File: config.mk
export PLATFORM = sky130hd
export DESIGN_NAME = add_share_arbiter
export DESIGN_NICKNAME = d
export VERILOG_FILES = /design/src/rtl/add_share_arbiter.sv
export SDC_FILE = /design/constraint.sdc
export NUM_CORES = 1
export LEC_CHECK = 0
export ABC_CLOCK_PERIOD_IN_PS = 1700
export BUFFER_PORTS_ARGS = -buffer_cell sky130_fd_sc_hd__buf_2
export CORE_MARGIN = 3
export CORE_UTILIZATION = 47
export CTS_BUF_LIST = sky130_fd_sc_hd__clkbuf_8 sky130_fd_sc_hd__clkbuf_16
export DETAILED_ROUTE_END_ITERATION = 8
export PLACE_DENSITY_LB_ADDON = 0.05
export RECOVER_POWER = 25
export SLEW_MARGIN = 20
export SYNTH_ARGS = -nofsm -noshare
export SYNTH_HDL_FRONTEND = slang
export SYNTH_SLANG_ARGS = --single-unit
File: constraint.sdc
create_clock -name clk -period 1.7 [get_ports clk]
set_input_delay 0.34 -clock clk [delete_from_list [all_inputs] [get_ports clk]]
set_output_delay 0.34 -clock clk [all_outputs]
set_load 0.02 [all_outputs]
File: src/rtl/add_share_arbiter.sv
// Round-robin arbiter sharing one combinational adder among NREQ requesters.
// Optional result flags (carry/overflow/zero) are enabled by defining ADD_SHARE_FLAGS_EN.
module add_share_arbiter #(
    parameter int WIDTH = 16,
    parameter int NREQ  = 4,
    parameter int IDW   = 2
) (
    input  logic                  clk,
    input  logic                  rst,
    input  logic [NREQ-1:0]       req,
    input  logic [NREQ*WIDTH-1:0] a_in,
    input  logic [NREQ*WIDTH-1:0] b_in,
    output logic [NREQ-1:0]       gnt,
    output logic [WIDTH-1:0]      add_a,
    output logic [WIDTH-1:0]      add_b,
    input  logic [WIDTH-1:0]      add_ans,
    output logic                  res_valid,
    output logic [WIDTH-1:0]      res_data,
    output logic [IDW-1:0]        res_id,
    output logic                  busy
`ifdef ADD_SHARE_FLAGS_EN
    ,
    output logic                  res_carry,
    output logic                  res_ovf,
    output logic                  res_zero
`endif
);

    // Handshake: req is a level held until gnt pulses; operands are sampled in
    // the cycle gnt is raised. res_valid is a one-cycle pulse with no backpressure.
    typedef enum logic [1:0] {
        IDLE  = 2'd0,
        GRANT = 2'd1,
        EXEC  = 2'd2,
        DONE  = 2'd3
    } state_t;

    state_t           state_q;
    state_t           state_d;
    logic [IDW-1:0]   rr_ptr;
    logic [IDW-1:0]   sel;
    logic [WIDTH-1:0] opa;
    logic [WIDTH-1:0] opb;

    logic [IDW-1:0]   win;
    logic             win_any;
    logic [WIDTH-1:0] win_a;
    logic [WIDTH-1:0] win_b;
    int               idx;

    // Scan upward from rr_ptr with wrap; first set request bit wins.
    always_comb begin
        win     = '0;
        win_any = 1'b0;
        idx     = 0;
        for (int k = 0; k < NREQ; k++) begin
            idx = int'(rr_ptr) + k;
            if (idx >= NREQ) begin
                idx = idx - NREQ;
            end
            if (!win_any && req[idx[IDW-1:0]]) begin
                win_any = 1'b1;
                win     = idx[IDW-1:0];
            end
        end
    end

    always_comb begin
        win_a = '0;
        win_b = '0;
        for (int i = 0; i < NREQ; i++) begin
            if (win == IDW'(i)) begin
                win_a = a_in[i*WIDTH +: WIDTH];
                win_b = b_in[i*WIDTH +: WIDTH];
            end
        end
    end

    always_ff @(posedge clk) begin
        if (rst) begin
            state_q <= IDLE;
        end else begin
            state_q <= state_d;
        end
    end

    always_comb begin
        state_d = state_q;
        case (state_q)
            IDLE:    if (win_any) state_d = GRANT;
            GRANT:   state_d = EXEC;
            EXEC:    state_d = DONE;
            DONE:    state_d = IDLE;
            default: state_d = IDLE;
        endcase
    end

    always_ff @(posedge clk) begin
        if (rst) begin
            rr_ptr    <= '0;
            sel       <= '0;
            opa       <= '0;
            opb       <= '0;
            gnt       <= '0;
            add_a     <= '0;
            add_b     <= '0;
            res_valid <= 1'b0;
            res_data  <= '0;
            res_id    <= '0;
            busy      <= 1'b0;
        end else begin
            gnt       <= '0;
            res_valid <= 1'b0;
            case (state_q)
                IDLE: begin
                    if (win_any) begin
                        sel  <= win;
                        opa  <= win_a;
                        opb  <= win_b;
                        gnt  <= NREQ'(1) << win;
                        busy <= 1'b1;
                    end
                end
                GRANT: begin
                    add_a <= opa;
                    add_b <= opb;
                end
                EXEC: begin
                    res_data  <= add_ans;
                    res_id    <= sel;
                    res_valid <= 1'b1;
                end
                DONE: begin
                    rr_ptr <= (sel == IDW'(NREQ-1)) ? '0 : sel + 1'b1;
                    busy   <= 1'b0;
                end
                default: ;
            endcase
        end
    end

`ifdef ADD_SHARE_FLAGS_EN
    // Flags derive from the latched operands, so they match the captured sum.
    always_ff @(posedge clk) begin
        if (rst) begin
            res_carry <= 1'b0;
            res_ovf   <= 1'b0;
            res_zero  <= 1'b0;
        end else if (state_q == EXEC) begin
            res_carry <= (opa[WIDTH-1] & opb[WIDTH-1]) |
                         ((opa[WIDTH-1] | opb[WIDTH-1]) & ~add_ans[WIDTH-1]);
            res_ovf   <= (opa[WIDTH-1] == opb[WIDTH-1]) &
                         (add_ans[WIDTH-1] != opa[WIDTH-1]);
            res_zero  <= (add_ans == '0);
        end
    end
`endif

endmodule

==> flow_summary.toml, run 1 <==
[layout]
area_growth_pct = 34.3
drive_gt1_share_pct = 41.4
multi_input_area_mm2 = 0.00228
final_common_cell = "buf_2"
fin_nets = 771
final_cell_mix = "buf_2 (173), mux2i_1 (117), dfxtp_1 (94)"
final_cells = 729
fin_area_mm2 = 0.00587
nFillCells = 756
seq_area_mm2 = 0.00188
antenna_cells = 0

[route]
dr.first_iter.drc_count = 76
viasPerCell = 5.05
wl_met2_mm = 5.77
top_layer_used = "met4"
wl_met1_mm = 4.65
met3_length_um = 833
drtAntennaViolNets = 0
wl_per_cell_um = 15.6
num_vias = 3684
drc = 0
drt_wl_total_mm = 11.3
drtPass1Iterations = 4

[sta]
tns_ps = 0
fin_crit_sh_pct = 94.3
min_period_ps = 1600
clock-skew-final_ps = 8.55
worst_hold_slack_ps = 212
drv_slew = 0
worst_pin_slew_ps = 641
relSlewSlack_pct = 57.3
finalHoldViolCount = 0
fmax_mhz = 624
finalSetupViolCount = 0

[clocking]
cts_buffers = 9
cts_tree = "yes"
clk_pin_slew_ps = 90
clock-sinks = 94
clock_latency_ps = 360
cts-root-buf = "clkbuf_8"
cts_buffer_depth = 2
htree_levels = 3

[place]
gp_congestion = 0.746
dpl_cell_area_mm2 = 0.00562
place_hpwl_mm = 8.35
place_inst = 709
port-buffer-count = 205

[flow_run]
drv_cap = 0

[critical_path]
cp_slowest_cell = "dfxtp_1"
endpoint_kind = "flip-flop"
r2r_start = "rr_ptr[0]"
path_cells = "inv_1 > a21oi_2 > a2bb2oi_4 > buf_4 > buf_12 > mux2i_1 > o221ai_2"
path_class = "reg -> reg"
cp-start-kind = "flip-flop"
rr_worst_depth = 7
cp.required_ps = 1940
critPathLaunch = "rr_ptr[0]"
crit_arrival_ps = 1840
slowest_delay_ps = 340
rr_endpoint = "opa[9]"
crit_path_end = "opa[9]"
path_max_fanout = 16
ff2ff_setup_slack_ps = 100

[power]
comb_power_share_pct = 36.3
p_seq_share_pct = 41.8
p_leak_uw = 0.00256
switching_share_pct = 33.9
total_power_uw = 6790
power_switching_uw = 2300
p_clk_share_pct = 21.9
internal_power_uw = 4490
vdd_ir_drop_max_mv = 0.655
power_density_mw_per_mm2 = 1160

[run_status]
status = "completed"

[yosys]
synth_seq_cells = 94
syn-cell-area_mm2 = 0.00437
synth_cell_types = 28
synth_edf_count = 0
synth_warnings = 0
synthCells = 403
ys.flop_type = "dfxtp_1"
ys_seq_area_share_pct = 43.1
syn-mean-instance-area_um2 = 10.8
ys_async_sr_fraction_pct = 0
synth_nets = 558

[die]
dieWidth_um = 102
ios = 206
rows = 34
start_util_pct = 49.1
design.die.area_mm2 = 0.0105
core_area_mm2 = 0.00889
die_h_um = 102

[global_routing]
first_global_vias = 3605
overflow = 0
grt_max_degree = 48
grt_pass1_wl_mm = 16.6
antenna_found_initial = 0
grt_usage_pct = 20.4

[min_path]
min_path_type = "in -> reg"
==> metrics by stage <==
step / setup WS (ps) / util (%)
3_5_place_dp: -136 / 63.2
5_1_grt: -6.76 / 66.0
3_3_place_gp: -88.2 / 63.2
6_report: 97.7 / 66.0
4_1_cts: 0.680 / 65.5
2_1_floorplan: 144 / -
==> cells by family after synthesis <==
kind of cell	count (synthesis)	share of synthesized area (%)
muxes	119	27.3
adders and majority gates	5	1.43
buffers and inverters	36	5.67
AOI/OAI and AO/OA	39	11.5
DFF	94	43.1
and+or+nand+nor	110	11.1
==> cell usage after synthesis, types with 2 or more instances <==
cell type	instances	area [um^2]
buf_8	2	30.0
buf_12	2	40.0
ha_1	5	62.6
nand2_1	35	131
buf_4	7	52.6
buf_6	3	33.8
inv_1	5	18.8
nor2_1	63	236
nand2b_4	2	27.5
mux2i_1	119	1190
buf_2	7	35.0
dfxtp_1	94	1880
o221ai_1	4	35.0
clkbuf_1	10	37.5
a21oi_1	5	25.0
o221ai_2	28	420
==> power by group through the flow <==
stage,sequential [uW],combinational [uW],clock (uW)
global route,2890,2670,1620
floorplan,3040,1510,0
global placement,2870,2420,0
finish,2840,2470,1490
CTS,2840,2460,1530
detailed placement,2880,2460,0
==> registers in the layout, indices dropped and copies added, names as in the netlist <==
| name | cells |
|---|---|
| busy | 1 |
| gnt | 4 |
| res_id | 2 |
| res_data | 16 |
| state_q | 2 |
| opb | 16 |
| add_b | 16 |
| res_valid | 1 |
| sel | 2 |
| add_a | 16 |
| rr_ptr | 2 |
| opa | 16 |
==> how the worst min path moves through the flow <==
stage / cells after the start / start / slack (ps) / to
after CTS: 3 / add_ans[14] / 200 / res_data[14]
after global routing: 3 / add_ans[3] / 210 / res_data[3]
after floorplan: 2 / opb[10] / 430 / opb[10]
after global placement: 2 / opa[8] / 450 / opa[8]
after detailed placement: 2 / opa[1] / 450 / opa[1]
final: 3 / add_ans[15] / 210 / res_data[15]
==> final cells by class <==
cell class	count	share of cell area, %
multi-input combinational	273	38.8
sequential	94	32.1
clock inverter	6	1.07
inverter	5	0.320
timing repair buffer	233	23.1
clock buffer	10	2.35
tap	108	2.30
==> what timing repair did <==
item                       CTS  global route
hold buffers                 0             0
buffers inserted             0             2
gates cloned                 0             2
setup endpoints to repair    1            34
pin swaps                    0             2
gates resized for setup      1             5
==> worst max-delay path: cells and delay by family, from the launching register on <==
kind	cells	cell delay (ps)
compound gates	3	470
buf+inv	3	390
flops	1	340
mux	1	270
==> routing by layer <==
layer,vias up,global-route usage [%]
li1,1848,-
met1,1688,22.4
met2,139,37.6
met3,9,6.28
met4,0,5.65
met5,-,0
Power figures use the tool's default switching activity.
==> run 2: changes to the inputs <==
- PLACE_DENSITY: not set -> 0.81
- PLACE_DENSITY_LB_ADDON: 0.05 -> not set
==> run 2 against run 1 <==
Net effect: sequential power barely moved; total power fell by 3.7%; clock power fell by 9%; wire length barely moved.
==> flow_summary.toml, run 2 (synthesized netlist as in run 1, its figures left out) <==
[run_status]
status = "completed"

[clocking]
clock-sinks = 94
cts_buffer_depth = 2
cts-root-buf = "clkbuf_8"
cts_tree = "yes"
clk_pin_slew_ps = 100
htree_levels = 3
clock_latency_ps = 340
cts_buffers = 9

[die]
die_h_um = 102
dieWidth_um = 102
start_util_pct = 49.1
ios = 206
rows = 34
core_area_mm2 = 0.00889
design.die.area_mm2 = 0.0105

[critical_path]
path_max_fanout = 19
slowest_delay_ps = 350
rr_worst_depth = 7
cp.required_ps = 1920
cp_slowest_cell = "dfxtp_2"
r2r_start = "rr_ptr[0]"
path_class = "reg -> reg"
crit_arrival_ps = 1840
cpLargestDelayFamily = "compound AO/OA/AOI/OAI gates"
cp-start-kind = "flip-flop"
worstPathBufferInverterCount = 3
ff2ff_setup_slack_ps = 80
endpoint_kind = "flip-flop"
path_cells = "inv_1 > a21oi_2 > a2bb2oi_4 > buf_4 > buf_12 > mux2i_1 > o221ai_2"
rr_endpoint = "opb[7]"

[route]
wl_per_cell_um = 15.6
num_vias = 3726
drtPass1Iterations = 5
viasPerCell = 5.14
drt_wl_total_mm = 11.3
drc = 0
dr.first_iter.drc_count = 72
drtAntennaViolNets = 0

[layout]
multi_input_area_mm2 = 0.00227
final_cell_mix = "buf_2 (171), mux2i_1 (116), dfxtp_1 (92)"
nFillCells = 720
drive_gt1_share_pct = 41.2
final_cells = 725
fin_area_mm2 = 0.00576
area_growth_pct = 31.9
fin_nets = 767
seq_area_mm2 = 0.00188
final_common_cell = "buf_2"
antenna_cells = 0

[place]
dpl_cell_area_mm2 = 0.00554
dp_slack_ps = -94.9
gp_congestion = 0.796
place_inst = 705
place_hpwl_mm = 8.37
port-buffer-count = 205

[sta]
fin_ws_ps = 79.4
clock-skew-final_ps = 17.4
drv_slew = 0
finalHoldViolCount = 0
relSlewSlack_pct = 69.9
min_period_ps = 1620
worst_hold_slack_ps = 222
fmax_mhz = 617
finalSetupViolCount = 0
worst_pin_slew_ps = 451
fin_crit_sh_pct = 95.3

[global_routing]
grt_max_degree = 44
grt_pass1_wl_mm = 17.0
overflow = 0
first_global_vias = 3704
grt_usage_pct = 20.8
antenna_found_initial = 0

[min_path]
min_to = "res_data[4]"
worstHoldStart = "add_ans[4]"
min_path_type = "in -> reg"
min_path_cells = 3

[power]
total_power_uw = 6540
p_leak_uw = 0.00251
vdd_ir_drop_max_mv = 0.668
power_density_mw_per_mm2 = 1140

[flow_run]
drv_cap = 0
-- run 2: cell count changes in the layout (fill, tap and decap cells not counted), moves of 2 or more --
| cell | change |
|---|---|
| dfxtp_1 | -2 |
| buf_2 | -2 |
| dfxtp_2 | +2 |
| buf_12 | -3 |
| clkbuf_1 | +2 |
-- run 2: cell type report --
cell class / instances / area share, %
clock inverters: 5 / 0.586
clock buffers: 11 / 2.63
well taps: 108 / 2.35
multi-input cells: 273 / 39.4
repair buffers: 229 / 22.0
flip-flops and latches: 94 / 32.7
inverters: 5 / 0.326
-- run 2: stage by stage --
stage | utilization (%) | TNS [ps]
5_1_grt | 64.8 | -2.23
3_3_place_gp | 62.3 | -193
6_report | 64.8 | 0
4_1_cts | 65.0 | 0
2_1_floorplan | - | 0
3_5_place_dp | 62.3 | -1060
-- run 2: how the worst max path moves through the flow --
| stage | to | depth (start not counted) | from |
|---|---|---|---|
| after floorplan | opb[0] | 7 | rr_ptr[1] |
| after global placement | opb[6] | 6 | req[0] |
| after detailed placement | opb[7] | 6 | req[0] |
| after CTS | opa[9] | 6 | rr_ptr[0] |
| after global routing | opb[7] | 7 | rr_ptr[0] |
| final | opb[7] | 7 | rr_ptr[0] |
-- run 2: report_power, final --
| group | switching [uW] | internal, uW | total, uW |
|---|---|---|---|
| logic | 1280 | 1080 | 2360 |
| registers | 220 | 2610 | 2830 |
| clock network | 740 | 609 | 1350 |
-- run 2: routing by layer --
| metal | track usage, % | wire length (um) | share of wire (%) |
|---|---|---|---|
| met4 | 6.66 | 103 | 0.91 |
| met5 | 0 | 0 | 0 |
| met3 | 4.71 | 801 | 7.1 |
| met1 | 22.4 | 4490 | 40 |
| met2 | 39.7 | 5940 | 52 |
-- run 2: repair_timing --
item	4_1_cts	5_1_grt
setup endpoints to repair	3	31
pin swaps	1	2
cloned	1	1
resized for setup	2	6
hold buffers	0	0
setup buffers	1	2
-- run 2: worst reg2reg max path, cell delays in order, from the launching register on --
cell,delay [ps]
dfxtp_2,350
inv_1,60
a21oi_2,180
a2bb2oi_4,150
buf_4,160
buf_12,190
mux2i_1,290
o221ai_2,130
==> run 3: changes to the inputs <==
- ABC_CLOCK_PERIOD_IN_PS: 1700 -> 2000
- CORE_UTILIZATION: 47 -> 50
- MAX_ROUTING_LAYER: not set -> met4
- PLACE_DENSITY: 0.81 -> 0.85
- clock period: 1.7 -> 2 ns (I/O delays scaled with it)
==> run 3 against run 2 <==
Net effect: highest routed layer unchanged; count of clock-buffer cells in the layout is 1 lower; register-to-register slack better by 110 ps; non-clock buffer count decreased by 11; critical endpoint is now opa[15]; largest cell class unchanged; die area is 5.7% lower.
==> flow_summary.toml, run 3 (synthesized netlist as in run 1, its figures left out) <==
[place]
dp_slack_ps = 68.4
place_inst = 695
place_hpwl_mm = 8.46
port-buffer-count = 205
gp_congestion = 0.852

[die]
die_h_um = 99.5
ios = 206
start_util_pct = 52.4
core_area_mm2 = 0.00834
rows = 33
dieWidth_um = 99.5
design.die.area_mm2 = 0.00989

[clocking]
cts_hold_buf = 0
htree_levels = 3
clock_latency_ps = 350
cts_setup_buffers = 0
clock-sinks = 94
cts_tree = "yes"
cts-root-buf = "clkbuf_8"
cts_buffer_depth = 2
clk_pin_slew_ps = 100
cts_resized = 0
cts_buffers = 9

[route]
wl_per_cell_um = 15.5
drt_wl_total_mm = 11.0
drtAntennaViolNets = 0
viasPerCell = 5.14
drc = 0
drtPass1Iterations = 4
dr.first_iter.drc_count = 58
num_vias = 3655

[sta]
clock-skew-final_ps = 17.5
fin_ws_ps = 187
min_period_ps = 1810
fmax_mhz = 551
finalHoldViolCount = 0
relSlewSlack_pct = 57.0
finalSetupViolCount = 0
tns_ps = 0
fin_crit_sh_pct = 90.7
drv_slew = 0
rsz0062_at_grt = "no"
worst_pin_slew_ps = 646

[power]
power_switching_uw = 1940
p_leak_uw = 0.00248
comb_power_share_pct = 35.2
p_seq_share_pct = 43.7
p_clk_share_pct = 21.1
total_power_uw = 5520
switching_share_pct = 35.1
power_density_mw_per_mm2 = 981
internal_power_uw = 3590
vdd_ir_drop_max_mv = 0.598

[layout]
drive_gt1_share_pct = 40.3
final_common_cell = "buf_2"
fin_nets = 756
final_cells = 711
nFillCells = 704
multi_input_area_mm2 = 0.00225
final_cell_mix = "buf_2 (180), mux2i_1 (119), dfxtp_1 (94)"
antenna_cells = 0
area_growth_pct = 28.9
seq_area_mm2 = 0.00188

[critical_path]
crit_arrival_ps = 2030
cp.required_ps = 2220
path_class = "reg -> reg"
cp-start-kind = "flip-flop"
rr_worst_depth = 6
endpoint_kind = "flip-flop"
path_max_fanout = 51

[global_routing]
antenna_found_initial = 0
grt_pass1_wl_mm = 17.6
overflow = 0
first_global_vias = 3754
grt_usage_pct = 22.6
grt_max_degree = 52

[run_status]
status = "completed"

[flow_run]
drv_cap = 0

[min_path]
min_path_cells = 3
min_path_type = "in -> reg"
-- run 3: cell types whose count changed in the layout (fill, tap and decap cells not counted), sizes merged --
| cell | before | now |
|---|---|---|
| clkinv | 3 | 4 |
| inv | 5 | 7 |
| buf | 194 | 192 |
| clkbuf | 46 | 36 |
| clkinvlp | 2 | 0 |
-- run 3: through the flow --
step	utilization (%)	hold WS, ps	cell area [um^2]
floorplan	-	432	4370
global placement	65.7	446	5480
detailed placement	65.7	453	5480
CTS	67.9	267	5670
global route	67.5	256	5630
finish	67.5	280	5630
-- run 3: critical path, cell delays in order (launching register included) --
cell       delay (ps)
dfxtp_1           370
inv_1              70
a21oi_1           230
a2bb2oi_4         200
buf_12            310
mux2i_1           310
o221ai_2          130
-- run 3: power by group through the flow --
stage | combinational (uW) | clock (uW) | sequential (uW)
after detailed placement | 1980 | 0 | 2450
after global routing | 2110 | 1300 | 2450
after floorplan | 1280 | 0 | 2580
after global placement | 1910 | 0 | 2430
after CTS | 1990 | 1200 | 2410
final | 1940 | 1170 | 2410
-- run 3: final timing paths --
check,start,slack [ps],end
worst max-delay path,rr_ptr[0],190,opa[15]
worst min-delay path,add_ans[12],280,res_data[12]
worst max register to register,rr_ptr[0],190,opa[15]
worst min register to register,opb[0],480,opb[0]
-- run 3: final cells by class --
type / count / area share, %
repair buffers: 218 / 20.7
well taps: 105 / 2.33
clock buffers: 10 / 2.44
flip-flops and latches: 94 / 33.4
inverters: 5 / 0.333
clock inverters: 6 / 0.800
multi-input cells: 273 / 40.0
-- run 3: metal layers --
| metal | wire length [um] | vias up | track usage (%) |
|---|---|---|---|
| met5 | 0 | - | - |
| met2 | 5530 | 149 | 39.4 |
| met4 | 156 | 0 | 6.83 |
| li1 | - | 1824 | - |
| met3 | 856 | 14 | 4.77 |
| met1 | 4470 | 1668 | 26.1 |
